### src/rtl/hs_sync_tx.sv
// rtl/hs_sync_tx.sv - toggle-handshake transmitter with ack synchroniser, timeout and drop counter
//
// Sends a DW-bit payload to an asynchronous receiver using a req/ack toggle
// handshake. Each accepted send inverts req_out. The transfer completes once
// the synchronised ack_in equals req_out. If no ack arrives within TIMEOUT
// WAIT_ACK cycles, the block latches an error until reset.
//
// Ports:
//   clk_tx    in   single clock, rising edge
//   rst       in   synchronous active-high reset
//   send      in   transfer request, sampled every cycle
//   din       in   payload, captured when send is accepted
//   ack_in    in   receiver ack toggle (asynchronous)
//   req_out   out  request toggle to the receiver (registered)
//   dout      out  payload to the receiver (registered, stable while busy)
//   busy      out  transfer outstanding or error latched
//   done      out  one-cycle completion pulse
//   err       out  sticky timeout flag
//   drop_cnt  out  saturating count of rejected send pulses

module hs_sync_tx #(
  parameter int DW          = 8,
  parameter int SYNC_STAGES = 2,
  parameter int TIMEOUT     = 255
) (
  input  logic          clk_tx,
  input  logic          rst,
  input  logic          send,
  input  logic [DW-1:0] din,
  input  logic          ack_in,
  output logic          req_out,
  output logic [DW-1:0] dout,
  output logic          busy,
  output logic          done,
  output logic          err,
  output logic [7:0]    drop_cnt
);

  localparam int TW = (TIMEOUT < 2) ? 1 : $clog2(TIMEOUT + 1);

  typedef enum logic [1:0] {
    IDLE     = 2'd0,
    WAIT_ACK = 2'd1,
    ERR      = 2'd2
  } state_t;

  state_t                 state, state_nxt;
  logic [SYNC_STAGES-1:0] ack_sh;
  logic                   ack_sync;
  logic [TW-1:0]          timer, timer_nxt;
  logic                   req_nxt;
  logic [DW-1:0]          dout_nxt;
  logic                   done_nxt;
  logic [7:0]             drop_nxt;

  // ack_in is only ever read by the first flop of this chain
  always_ff @(posedge clk_tx) begin
    if (rst) begin
      ack_sh <= '0;
    end else begin
      ack_sh <= {ack_sh[SYNC_STAGES-2:0], ack_in};
    end
  end

  assign ack_sync = ack_sh[SYNC_STAGES-1];

  always_ff @(posedge clk_tx) begin
    if (rst) begin
      state    <= IDLE;
      timer    <= '0;
      req_out  <= 1'b0;
      dout     <= '0;
      done     <= 1'b0;
      drop_cnt <= 8'd0;
    end else begin
      state    <= state_nxt;
      timer    <= timer_nxt;
      req_out  <= req_nxt;
      dout     <= dout_nxt;
      done     <= done_nxt;
      drop_cnt <= drop_nxt;
    end
  end

  always_comb begin
    state_nxt = state;
    timer_nxt = timer;
    req_nxt   = req_out;
    dout_nxt  = dout;
    done_nxt  = 1'b0;
    drop_nxt  = drop_cnt;

    // Any send outside IDLE is rejected and counted
    if (send && (state != IDLE) && (drop_cnt != 8'hFF)) begin
      drop_nxt = drop_cnt + 8'd1;
    end

    case (state)
      IDLE: begin
        if (send) begin
          dout_nxt  = din;
          req_nxt   = ~req_out;
          timer_nxt = '0;
          state_nxt = WAIT_ACK;
        end
      end
      WAIT_ACK: begin
        // Completion is tested first so it wins over a same-edge timeout
        if (ack_sync == req_out) begin
          state_nxt = IDLE;
          done_nxt  = 1'b1;
        end else if (timer == TW'(TIMEOUT)) begin
          state_nxt = ERR;
        end else begin
          timer_nxt = timer + 1'b1;
        end
      end
      ERR: begin
        // Held until reset; req_out and dout keep their values
      end
      default: begin
        state_nxt = IDLE;
      end
    endcase
  end

  assign busy = (state != IDLE);
  assign err  = (state == ERR);

endmodule
### config.mk
export PLATFORM = sky130hd
export DESIGN_NAME = hs_sync_tx
export DESIGN_NICKNAME = d
export VERILOG_FILES = /design/src/rtl/hs_sync_tx.sv
export SDC_FILE = /design/constraint.sdc
export NUM_CORES = 1
export LEC_CHECK = 0
export CAP_MARGIN = 10
export CELL_PAD_IN_SITES_DETAIL_PLACEMENT = 0
export CELL_PAD_IN_SITES_GLOBAL_PLACEMENT = 1
export CORE_ASPECT_RATIO = 1.5
export CORE_MARGIN = 2
export CORE_UTILIZATION = 32
export CTS_CLUSTER_SIZE = 8
export DETAILED_ROUTE_END_ITERATION = 6
export GPL_ROUTABILITY_DRIVEN = 1
export PLACE_DENSITY = 0.77
export SKIP_LAST_GASP = 1
export SLEW_MARGIN = 40
export SYNTH_ARGS = -nofsm -noshare
export SYNTH_HDL_FRONTEND = slang
export SYNTH_SLANG_ARGS = --single-unit
### constraint.sdc
create_clock -name clk_tx -period 1.55 [get_ports clk_tx]
set_input_delay 0.31 -clock clk_tx [delete_from_list [all_inputs] [get_ports clk_tx]]
set_output_delay 0.31 -clock clk_tx [all_outputs]
set_load 0.02 [all_outputs]
### Word level (Yosys, flattened, before mapping)

Index checks and enable logic that the tools add are counted.

| cells by class | value |
|---|---|
| add/sub/neg operators | 2 |
| equality and inequality tests | 9 |
| multiplexer cells | 9 |
| bitwise gates (word level) | 3 |
| reductions and logical operators | 9 |

Operators with widths:

| operator | number |
|---|---|
| 8-bit 2-to-1 mux | 3 |
| 8-bit by 1-bit adder with 8-bit output, second input constant | 2 |
| 8-bit one-hot mux with 2 select lines | 1 |
| 8-bit == test, second input constant | 1 |
| 8-bit != test, second input constant | 1 |
| 2-bit 2-to-1 mux | 3 |
| 2-bit != test, second input constant | 3 |
| 2-bit one-hot mux with 3 select lines | 1 |
| 4-bit AND reduction | 1 |
| 2-bit nonzero test | 2 |
| 3-bit != test, second input constant | 1 |
| 1-bit inverter | 3 |
| 3-bit AND reduction | 1 |
| 2-bit by 1-bit == test with 1-bit output, second input constant | 1 |
| 2-bit == test, second input constant | 1 |
| 1-bit logical AND | 2 |
| 2-bit logical NOT | 1 |
| 2-bit AND reduction | 1 |
| 2-bit OR reduction | 1 |
| 1-bit == test | 1 |
| 1-bit 2-to-1 mux | 1 |

| storage, ports and cells | value |
|---|---|
| register bits after elaboration | 30 |
| input bits | 12 |
| output and inout port bits | 20 |

### Logic depth before layout (Yosys ltp)

Gate-level depths: netlist of the first run.

| logic depth | value |
|---|---|
| word-level depth | 4 |
| mapped depth | 6 |
| mapped depth without buffers | 5 |

### Worst setup path after synthesis of the first run

OpenSTA, ideal clock, no wires.

| path | value |
|---|---|
| kind | flip-flop to flip-flop |
| start point | register drop_cnt[0] |
| end point | register drop_cnt[7] |
| setup time | 0.128 ns |
| data arrival time | 1.522 ns |
| required time | 1.422 ns |
| path slack | -0.100 ns |
| stages on the path, launching flop included | 6 |
| period minus slack after synthesis | 1.650 ns |
| path through | dfxtp_1 > ha_1 > and4_1 > a2111oi_0 > xnor2_1 > nor2_1 |

| between the ends | value |
|---|---|
| word-level cells in the longest chain between the ends | 2 |

RTL lines:

| what | RTL line | text |
|---|---|---|
| from (decl) | 36 | `output logic [7:0] drop_cnt` |
| from (signal assigned) | 81 | `drop_cnt <= drop_nxt;` |
| parallel branches: the longest is 2 deep, another holds 8-bit by 1-bit adder with 8-bit output | - |  |

Several ways; the timed one is not identified.
A chain may end at the register's enable or synchronous reset.

### Worst setup path after layout of the first run

| path | value |
|---|---|
| start point | register req_out |
| end point | register timer[0] |

| between the ends | value |
|---|---|
| word-level cells in the longest chain between the ends | 3 |

RTL lines:

| what | RTL line | text |
|---|---|---|
| from (decl) | 31 | `output logic req_out,` |
| from (signal assigned) | 78 | `req_out <= req_nxt;` |
| 1-bit == test | 109 | `if (ack_sync == req_out) begin` |
| 2-bit != test (no line) | - |  |
| 4-bit AND reduction (no line) | - |  |
| to (signal assigned) | 77 | `timer <= timer_nxt;` |
| to (decl) | 50 | `logic [TW-1:0] timer, timer_nxt;` |

No other way between the ends.

==> results by stage, run 1 <==
Finish:
- The post-layout utilization of the core is 0.5091.
- Leaving out fill and tap cells, the most frequent cell in the layout is sky130_fd_sc_hd__nand2_1.
- Of the cells placed in the final design, the portion with a size suffix greater than 1 is 0.2238.
- Once layout is done, the placed cells without fillers occupy roughly 2000 um2.
- For this run, the post-layout net count is 223.
- The flip-flop and latch area is 605.6 um2.
- The area growth from synthesis to final layout is 51.59%.
- The filler cell count is about 400.
- In the layout the commonest cells are sky130_fd_sc_hd__nand2_1, sky130_fd_sc_hd__dfxtp_1, sky130_fd_sc_hd__buf_4.
- The number of antenna diodes in the final layout is 0.
- In the final layout, the multi-input gates occupy around 790 um2.

Routing:
- For this run, the detailed router's first-pass iteration total came to 4.
- The overall via count from detail_route is 1312.
- For this run, design rule violations remaining after detail routing come to 0.
- The initial detailed-routing violation count is 15.
- The mean number of vias per cell is 5.145.
- In the final routed layout, each cell accounts on average for between 10 and 15 um.
- The count of nets left with antenna violations once routing finished came out at 0.
- For this block, the routed nets add up to ~3500 um of wire.

Global route:
- The number of antenna violations at the first check in global routing is 0.
- The remaining global-route overflow is 0.
- The number of global-route vias before repair came to approximately 1300.
- In the global route stage, overall resource usage came out at 0.1510.
- Entering global routing, the biggest net connects 17 pins.
- The first global-routing pass estimated between 5000 and 6000 um of wire.

Floorplan:
- The initial utilization of the core area, before any placement, comes to 0.3358.
- After floorplanning, the core was divided into 28 placement rows.
- The overall die area is 4736 um2.
- 32 I/O pins were placed.
- The die width is 56.86 um.
- The standard cell core area is ~4000 um2.
- The chip height is between 80 and 90 um.

Power:
- The share of total power dissipated in combinational logic is 0.175.
- Summed over all cells, the static leakage comes to ~0.92 nW.
- The power density relative to cell area is ~870 nW/um2.
- The switching part of the total power is 0.2544.
- The clock network power share is 0.361.
- The share of total power dissipated in sequential elements is 0.464.
- Internal power comes to approximately 1.3 mW.
- The switching component of the power is between 0.4 and 0.5 mW.
- Across the VDD grid, the largest voltage drop is ~0.53 mV.

Yosys:
- After synthesis the netlist holds a flip-flop and latch count of 30.
- The gate count of the mapped netlist is 157.
- The combined area of all synthesized cells is 1341 um2.
- The share of Yosys cell area claimed by the top area cell type is 0.4478.
- Of the total synthesized cell area, the portion taken by XOR and XNOR cells is 0.03265.
- Sorting the synthesized cells by area gives the leading types as sky130_fd_sc_hd__dfxtp_1, sky130_fd_sc_hd__nand2_1, sky130_fd_sc_hd__nor2_1.
- The synthesis warning total is 0.
- The compound-gate portion of the synthesized area came to 0.1632.
- The synthesized area divided by synthesized cell count is between 8 and 9 um2.
- The share of synthesized area spent on multiplexers is 0.03731.
- Of the total synthesized cell area, the portion taken by full adders, half adders and majority gates is 0.01866.
- The biggest area contributor in the post-synthesis netlist is sky130_fd_sc_hd__dfxtp_1.
- Of the synthesized area, sequential elements account for 0.4478.
- Of the total synthesized cell area, the portion taken by AND, OR, NAND and NOR gates is 0.2668.
- The number of distinct library cells after synthesis is 37.
- The dominant combinational cell family by area after synthesis is simple AND/OR/NAND/NOR gates.
- The number of nets in the synthesized netlist is 171.

STA:
- The post-route clock period utilization is 0.9907.
- After layout, the worst setup slack is between 0.01 and 0.015 ns.
- The final number of hold-violating endpoints is 0.
- The final worst hold slack is about 0.44 ns.
- The relative slew slack is 0.7814.
- Subtracting the final worst setup slack from the clock period gives 1.536 ns.
- The worst clock skew on the final layout is 0.002762 ns.
- Setup repair after global routing could not meet its margin everywhere.
- For the pin with the worst max-slew slack, the measured transition is around 0.33 ns.
- The final count of pins violating max slew is 0.
- The final number of setup-violating endpoints is 0.
- Static timing analysis puts the maximum clock frequency at between 600 and 700 MHz.

Worst setup path:
- The largest fanout on the critical path is 6.
- The worst path required time is about 1.8 ns.
- STA classifies the critical path startpoint as a flop.
- The data arrival time of the critical path is 1.76 ns.
- The worst setup path is of the reg2reg kind.
- The worst setup path is captured at a flop.

Flow run:
- The max-capacitance violation count is 0.

Placed design:
- The pre-CTS worst setup slack is -0.4025 ns.
- The port buffer count is 31.
- The final weighted congestion in routability-driven placement is between 0.8 and 0.9.
- The instance area after placement is 1819 um2.
- The post-DP HPWL is 2636 um.

Clock network:
- The clock latency on the worst-skew pair is around 0.28 ns.
- The longest clock path from root to sink contains 2 buffers.
- The clock slew seen by the registers of the worst setup and hold paths is ~0.060 ns.
- The clock tree root buffer cell is sky130_fd_sc_hd__clkbuf_8.
- The CTS tree is done.
- The number of clock sinks is 30.
- The number of buffers inserted during clock tree synthesis is 5.
- The H-tree generated during clock tree synthesis spans 2 levels.

Outcome:
- The run finished with clean final reports.

Hold path:
- The tightest min-delay check is of the reg2reg type.
==> cells in the mapped netlist (all sizes together) <==
master,n
a21oi,10
a211o,1
nor2,14
mux2i,5
nor3,5
o21a,2
o221a,1
and4b,1
and4,1
or4,1
ha,2
nand3,3
nor4,2
a31oi,3
inv,1
clkbuf,4
a21boi,2
xor2,2
a211oi,1
dfxtp,30
nand2,29
o21bai,1
nand4,5
buf,4
a2111oi,1
and3,1
o2111a,1
nor3b,3
or3,4
o31ai,2
a41oi,1
a311oi,1
xnor2,3
o21ai,2
o211ai,3
nor2b,5
==> path summary, 6_finish.rpt <==
| kind | slack, ns | depth (start not counted) | startpoint | endpoint |
|---|---|---|---|---|
| max | 0.01 | 5 | req_out | timer[0] |
| min | 0.44 | 1 | ack_sh[0] | ack_sh[1] |
| max reg2reg | 0.01 | 5 | req_out | timer[0] |
| min reg2reg | 0.44 | 1 | ack_sh[0] | ack_sh[1] |
==> sequential cells by signal (all words and copies together) (netlist names) <==
register,count
timer,8
dout,8
ack_sh,2
state,2
req_out,1
drop_cnt,8
done,1
==> area by class of cell <==
class | count | share of cell area
Tap cell | 45 | 0.02769
Clock buffer | 7 | 0.04246
Sequential cell | 30 | 0.2978
Multi-Input combinational cell | 118 | 0.3889
Clock inverter | 1 | 0.002462
Timing Repair Buffer | 53 | 0.2388
Inverter | 1 | 0.001846
==> timing repair <==
| item | in CTS | in global routing |
|---|---|---|
| setup endpoints to repair | 18 | 16 |
| setup buffers | 2 | 1 |
| hold buffers | 0 | 0 |
| pin swaps | 4 | 9 |
| resized for setup | 15 | 27 |
==> critical path: stages (launching register included) <==
cell and delay, ns:
sky130_fd_sc_hd__dfxtp_2 0.33, sky130_fd_sc_hd__xnor2_2 0.15, sky130_fd_sc_hd__a211o_4 0.36, sky130_fd_sc_hd__buf_4 0.16, sky130_fd_sc_hd__or3_4 0.36, sky130_fd_sc_hd__a21boi_2 0.11
==> cells by family (layout without fill, tap and decap cells) <==
kind of cell / after synthesis / count (layout)
buffers and inverters: 9 / 62
adder cells (fa/ha/maj): 2 / 2
XOR/XNOR: 5 / 5
AO/OA/AOI/OAI: 32 / 32
multiplexers: 5 / 5
AND/OR/NAND/NOR: 74 / 74
flip-flops: 30 / 30
==> routing by layer <==
metal / wire, um / vias to the layer above / share of wire / track usage
li1: - / 665 / - / -
met1: 1313 / 614 / 0.37 / 0.1413
met2: 1995 / 26 / 0.57 / 0.2844
met3: 124 / 7 / 0.035 / 0.04361
met4: 85 / 0 / 0.024 / 0.07822
met5: 0 / - / 0 / 0
==> power by group through the flow <==
| stage | logic, mW | clock network (mW) | registers [mW] |
|---|---|---|---|
| 2_1_floorplan | 0.123 | 0 | 0.863 |
| 4_1_cts | 0.296 | 0.662 | 0.822 |
| 5_1_grt | 0.338 | 0.702 | 0.826 |
| 6_report | 0.311 | 0.641 | 0.822 |
| 3_5_place_dp | 0.289 | 0 | 0.837 |
| 3_3_place_gp | 0.283 | 0 | 0.836 |
==> stage by stage <==
stage	total power, mW	TNS, ns	std cells
CTS	1.780	-0.02646	255
global route	1.866	-0.1082	255
floorplan	0.9858	-0.06128	157
global placement	1.118	-3.890	245
finish	1.773	0	255
detailed placement	1.126	-4.915	245
Note: power is estimated with default switching activity, not from simulation.
==> inputs of run 2 (changes only) <==
--- a/config.mk
+++ b/config.mk
@@ -11,7 +11,7 @@
 export CORE_ASPECT_RATIO = 1.5
 export CORE_MARGIN = 2
 export CORE_UTILIZATION = 32
-export CTS_CLUSTER_SIZE = 8
+export CTS_CLUSTER_SIZE = 12
 export DETAILED_ROUTE_END_ITERATION = 6
 export GPL_ROUTABILITY_DRIVEN = 1
 export PLACE_DENSITY = 0.77
@@ -20,3 +20,4 @@
 export SYNTH_ARGS = -nofsm -noshare
 export SYNTH_HDL_FRONTEND = slang
 export SYNTH_SLANG_ARGS = --single-unit
+export TNS_END_PERCENT = 100
==> results of run 2 <==
No change in the layout: final DEF, timing and power equal those of run 1.
==> patch 1 (config.mk and constraints of run 1) <==
`dout` no longer has a reset. Comments in the files are not updated.
--- a/src/rtl/hs_sync_tx.sv
+++ b/src/rtl/hs_sync_tx.sv
@@ -69,17 +69,19 @@
       state    <= IDLE;
       timer    <= '0;
       req_out  <= 1'b0;
-      dout     <= '0;
       done     <= 1'b0;
       drop_cnt <= 8'd0;
     end else begin
       state    <= state_nxt;
       timer    <= timer_nxt;
       req_out  <= req_nxt;
-      dout     <= dout_nxt;
       done     <= done_nxt;
       drop_cnt <= drop_nxt;
     end
+  end
+
+  always_ff @(posedge clk_tx) begin
+    dout <= dout_nxt;
   end
 
   always_comb begin
Check against the original RTL: not equivalent (Yosys sat finds a counterexample within 4 cycles, from zero or initial values and one cycle with rst high).
==> patch 1 against run 1 <==
  * The run now ends with negative setup slack left
  * Final area shrank 2.6%
  * Via count is 11% lower
  * Sequential cell count is the same
  * Wire length is 8.0% lower
  * Utilization decreased by 0.43 points
  * Total power down 4.3%
  * Synthesized area shrank 3.5%
  * Count of clock-buffer cells in the layout decreased by 2
  * Fmax is 1.3% lower
  * Setup slack worse by 20 ps
==> patch 1: results (changes against run 1) <==
INFO  metric status = finished, violations left (was finished clean)
INFO  metric violated_checks = negative setup slack
INFO  metric worst_r2r_endpoint = timer[6]$_SDFFE_PP0P_ (was timer[0]$_SDFFE_PP0P_)
INFO  metric yosysWarnings = 0 (unchanged)
INFO  metric synth.top_cells.by_count = 22 x sky130_fd_sc_hd__dfxtp_1, 11 x sky130_fd_sc_hd__nor2_1, 9 x sky130_fd_sc_hd__nand2_1 (was 30 x sky130_fd_sc_hd__dfxtp_1, 29 x sky130_fd_sc_hd__nand2_1, 14 x sky130_fd_sc_hd__nor2_1)
INFO  metric layout.nets = 200 (was 223)
INFO  metric count_of_flip_flops_with_a_built_in_enable_after_synthesis = 8 (was 0)
INFO  metric p_leak = 0.000874 µW (was 0.000917 µW)
INFO  metric worst_setup_path_startpoint = state[0]$_SDFFE_PP0P_ (was req_out$_SDFFE_PP0P_)
INFO  metric drt_first_iter_violations = 21 (was 15)
INFO  metric final_layout_size_suffix_gt1_frac = 0.262 (was 0.224)
INFO  metric clkLatencyLatePin = 280 ps (about the same)
INFO  metric worst_setup_hold_path_clk_slew = 60 ps (about the same)
INFO  metric count_of_final_setup_violators = 2 (was 0)
INFO  metric yosys-top-cells-area = sky130_fd_sc_hd__dfxtp_1 34%, sky130_fd_sc_hd__edfxtp_1 19%, sky130_fd_sc_hd__mux2i_1 3.9%, sky130_fd_sc_hd__xor2_1 3.4%, sky130_fd_sc_hd__nor2_1 3.2% (was sky130_fd_sc_hd__dfxtp_1 45%, sky130_fd_sc_hd__nand2_1 8.1%, sky130_fd_sc_hd__nor2_1 3.9%, sky130_fd_sc_hd__a21oi_1 3.7%, sky130_fd_sc_hd__mux2i_1 3.7%)
INFO  metric synth.distinct_cells = 36 (was 37)
INFO  metric rr_startpoint = timer[0]$_SDFFE_PP0P_ (was req_out$_SDFFE_PP0P_)
INFO  metric ff2ff_setup_slack = 0 ps
INFO  metric dp.final_hpwl = 2420 µm (was 2640 µm)
INFO  metric vias_in_the_first_global_route = 1236 (was 1301)
INFO  metric p_sw_frac = 0.249 (was 0.254)
INFO  metric gp_congestion = 0.840 (was 0.803)
INFO  metric worst_clock_skew = 4.03 ps (was 2.76 ps)
INFO  metric slew_headroom = 0.808 (was 0.781)
INFO  metric grtUsageTotal = 0.159 (was 0.151)
INFO  metric place_area = 1840 µm² (was 1820 µm²)
INFO  metric grt_first_pass_wirelength = 5560 µm (was 5660 µm)
INFO  metric worstPathMaxFanout = 7 (was 6)
INFO  metric setup_ws = -5.68 ps (was 14.4 ps)
INFO  metric synth.yosys.seq_area_share = 0.526 (was 0.448)
INFO  metric synth_nets = 140 (was 171)
INFO  metric ir_worst_vdd = 0.633 mV (was 0.530 mV)
INFO  metric viasPerCell = 5.04 (was 5.15)
INFO  metric crit_arrival = 1250 ps (was 1760 ps)
INFO  metric grt_max_degree = 10 (was 17)
INFO  metric wl_per_cell = 13.9 µm (was 13.8 µm)
==> patch 1: through the flow <==
stage / setup WS, ps / TNS [ps] / hold slack, ps / instances
floorplan: -38.5 / -38.5 / 409 / 126
global placement: -282 / -2350 / 420 / 223
detailed placement: -326 / -2890 / 430 / 223
CTS: -58.0 / -58.0 / 447 / 232
global route: -55.5 / -96.3 / 456 / 232
finish: -5.68 / -8.34 / 440 / 232
==> patch 1: per-layer routing <==
metal	wire length (µm)	track usage	vias up
met3	158	0.0504	8
met4	65	0.0690	0
met5	0	0	-
met2	1760	0.304	36
met1	1250	0.157	543
li1	-	-	583
==> patch 1: cell families after synthesis <==
family / synth area share
and+or+nand+nor: 0.252
DFF: 0.526
AOI/OAI and AO/OA: 0.104
xor gates and xnor gates: 0.0473
muxes: 0.0386
buffers and inverters: 0.0126
adders and majority gates: 0.0193
==> patch 1: layout make-up <==
cell class                 instances  area [µm²]
clock buffer                       5        68.8
clock inverter                     3        11.3
fill                             394        1940
inverter                           1        3.75
multi-input combinational         92         648
sequential                        30         691
tap                               45        56.3
timing repair buffer              56         502
==> patch 1: power groups by stage <==
| stage | registers [µW] | clock network [µW] | logic [µW] |
|---|---|---|---|
| after CTS | 857 | 598 | 265 |
| after global routing | 860 | 640 | 285 |
| after floorplan | 899 | 0 | 92.2 |
| after global placement | 872 | 0 | 260 |
| after detailed placement | 873 | 0 | 264 |
| final | 856 | 581 | 260 |
==> patch 1: timing repair <==
action,4_1_cts,5_1_grt
setup endpoints to repair,16,19
setup buffers,1,0
pin swaps,1,3
gates cloned,0,0
gates resized for setup,16,18
==> patch 1: worst max-delay path, stage by stage, from the launching register on <==
cell,delay [ps]
sky130_fd_sc_hd__dfxtp_2,350
sky130_fd_sc_hd__or2_2,290
sky130_fd_sc_hd__dlygate4sd2_1,320
==> patch 2 (flow settings as in run 1) <==
Without the edit above. The parameter `DW` goes from 8 to 6.
--- a/src/rtl/hs_sync_tx.sv
+++ b/src/rtl/hs_sync_tx.sv
@@ -19,7 +19,7 @@
 //   drop_cnt  out  saturating count of rejected send pulses
 
 module hs_sync_tx #(
-  parameter int DW          = 8,
+  parameter int DW          = 6,
   parameter int SYNC_STAGES = 2,
   parameter int TIMEOUT     = 255
 ) (
Interface: changed (resized din and dout); port bits go from 32 to 28. No check against the original RTL was run, so the function may have changed too.
==> patch 2 against run 1 <==
  * Fmax up 3.0%
  * Synthesized area down 8.4%
  * Sequential cell count decreased by 2
  * Wire length is 15% lower
  * Total power is 11% lower
  * Final area down 12%
  * Register-to-register slack improved by 90 ps
  * Global-route usage is 0.50 points higher
  * Setup slack improved by 44 ps
  * Largest cell class unchanged
  * Highest routed layer unchanged
==> patch 2: results (changes against run 1) <==
INFO  metric dp.final_hpwl = 2340 µm (was 2640 µm)
INFO  metric cts.htree.levels = 1 (was 2)
INFO  metric synth-xor-area-share = 0.0560 (was 0.0326)
INFO  metric grt_first_pass_wirelength = 5110 µm (was 5660 µm)
INFO  metric synth.avg_cell_area = 8.97 µm² (was 8.54 µm²)
INFO  metric inverters = 4 (was 1)
INFO  metric worst_r2r_path_depth = 6 (was 5)
INFO  metric grtUsageTotal = 0.156 (was 0.151)
INFO  metric synth_area_in_compound_gates = 0.174 (was 0.163)
INFO  metric buffer_ports.inserted = 27 (was 31)
INFO  metric synth.yosys.seq_area_share = 0.456 (was 0.448)
INFO  metric vias_in_the_first_global_route = 1187 (was 1301)
INFO  metric timing.critical_path.slowest_stage_cell = sky130_fd_sc_hd__clkdlybuf4s50_1 (was sky130_fd_sc_hd__a211o_4)
INFO  metric worst-slew-pin-transition = 386 ps (was 326 ps)
INFO  metric final_layout_size_suffix_gt1_frac = 0.232 (was 0.224)
INFO  metric viasPerCell = 5.16 (was 5.15)
INFO  metric layout.area.seq = 569 µm² (was 606 µm²)
INFO  metric drt_first_iter_violations = 14 (was 15)
INFO  metric cts.sinks = 28 (was 30)
INFO  metric num-multi-input-gates = 102 (was 118)
INFO  metric die_w = 54.6 µm (was 56.9 µm)
INFO  metric worst_setup_path_startpoint = done$_SDFF_PP0_ (was req_out$_SDFFE_PP0P_)
INFO  metric area_taken_by_multi_input_logic_gates = 686 µm² (was 791 µm²)
INFO  metric top_regs = drop_cnt (8), timer (8), dout (6) (was dout (8), drop_cnt (8), timer (8))
INFO  metric p_leak = 0.000793 µW (was 0.000917 µW)
INFO  metric yosys-top-cells-area = sky130_fd_sc_hd__dfxtp_1 46%, sky130_fd_sc_hd__nand2_1 5.5%, sky130_fd_sc_hd__nor2_1 4.6%, sky130_fd_sc_hd__xor2_1 3.6%, sky130_fd_sc_hd__a21oi_1 2.9% (was sky130_fd_sc_hd__dfxtp_1 45%, sky130_fd_sc_hd__nand2_1 8.1%, sky130_fd_sc_hd__nor2_1 3.9%, sky130_fd_sc_hd__a21oi_1 3.7%, sky130_fd_sc_hd__mux2i_1 3.7%)
INFO  metric ff2ff_setup_slack = 100 ps (was 10 ps)
INFO  metric final.signal_buffer_count = 43 (was 53)
INFO  metric finalWirelength = 3000 µm (was 3520 µm)
INFO  metric status = finished clean (unchanged)
INFO  metric worst_setup_hold_path_clk_slew = 100 ps (was 60 ps)
INFO  metric cts_inserted_buffers = 3 (was 5)
INFO  metric wl_per_cell = 13.4 µm (was 13.8 µm)
INFO  metric worstPathMaxFanout = 1 (was 6)
INFO  metric rr_startpoint = drop_cnt[1]$_SDFFE_PP0P_ (was req_out$_SDFFE_PP0P_)
INFO  metric synth_nets = 149 (was 171)
INFO  metric cpPeakStageDelay = 590 ps (was 360 ps)
INFO  metric worst_clock_skew = 1.52 ps (was 2.76 ps)
[patch 2: worst min path at each step]
stage	start	end	slack, ps	depth (start not counted)
after floorplan	rst	ack_sh[1]$_SDFF_PP0_	380	1
after global placement	ack_sh[0]$_SDFF_PP0_	ack_sh[1]$_SDFF_PP0_	430	1
after detailed placement	ack_sh[0]$_SDFF_PP0_	ack_sh[1]$_SDFF_PP0_	430	1
after CTS	ack_sh[0]$_SDFF_PP0_	ack_sh[1]$_SDFF_PP0_	450	1
after global routing	ack_sh[0]$_SDFF_PP0_	ack_sh[1]$_SDFF_PP0_	460	1
final	ack_sh[0]$_SDFF_PP0_	ack_sh[1]$_SDFF_PP0_	440	1
[patch 2: timing repair]
item                       CTS  global route
setup endpoints to repair   13            16
gates resized for setup     12            26
gates cloned                 0             0
pin swaps                    0             1
[patch 2: layer usage]
metal / vias up / GRT usage / part of all wire
met2: 23 / 0.286 / 0.55
met5: - / 0 / 0
li1: 580 / - / -
met3: 8 / 0.0262 / 0.035
met4: 0 / 0.0575 / 0.023
met1: 545 / 0.168 / 0.39
[patch 2: kinds of logic (layout without fill, tap and decap cells)]
group,count (synthesis),in the layout
AO/OA/AOI/OAI,29,29
XOR/XNOR,7,7
adder cells (fa/ha/maj),2,2
buffers and inverters,7,51
flip-flops,28,28
multiplexers,2,2
AND/OR/NAND/NOR,62,62
[patch 2: report_power, final]
part / switching [µW] / internal, µW
sequential: 19.8 / 746
combinational: 115 / 116
clock: 236 / 346
total: 371 / 1210
[patch 2: metrics by stage]
| step | setup slack, ps | power, µW |
|---|---|---|
| global route | -27.5 | 1640 |
| floorplan | 35.5 | 887 |
| finish | 58.8 | 1580 |
| CTS | 1.66 | 1580 |
| detailed placement | -194 | 1010 |
| global placement | -138 | 1010 |
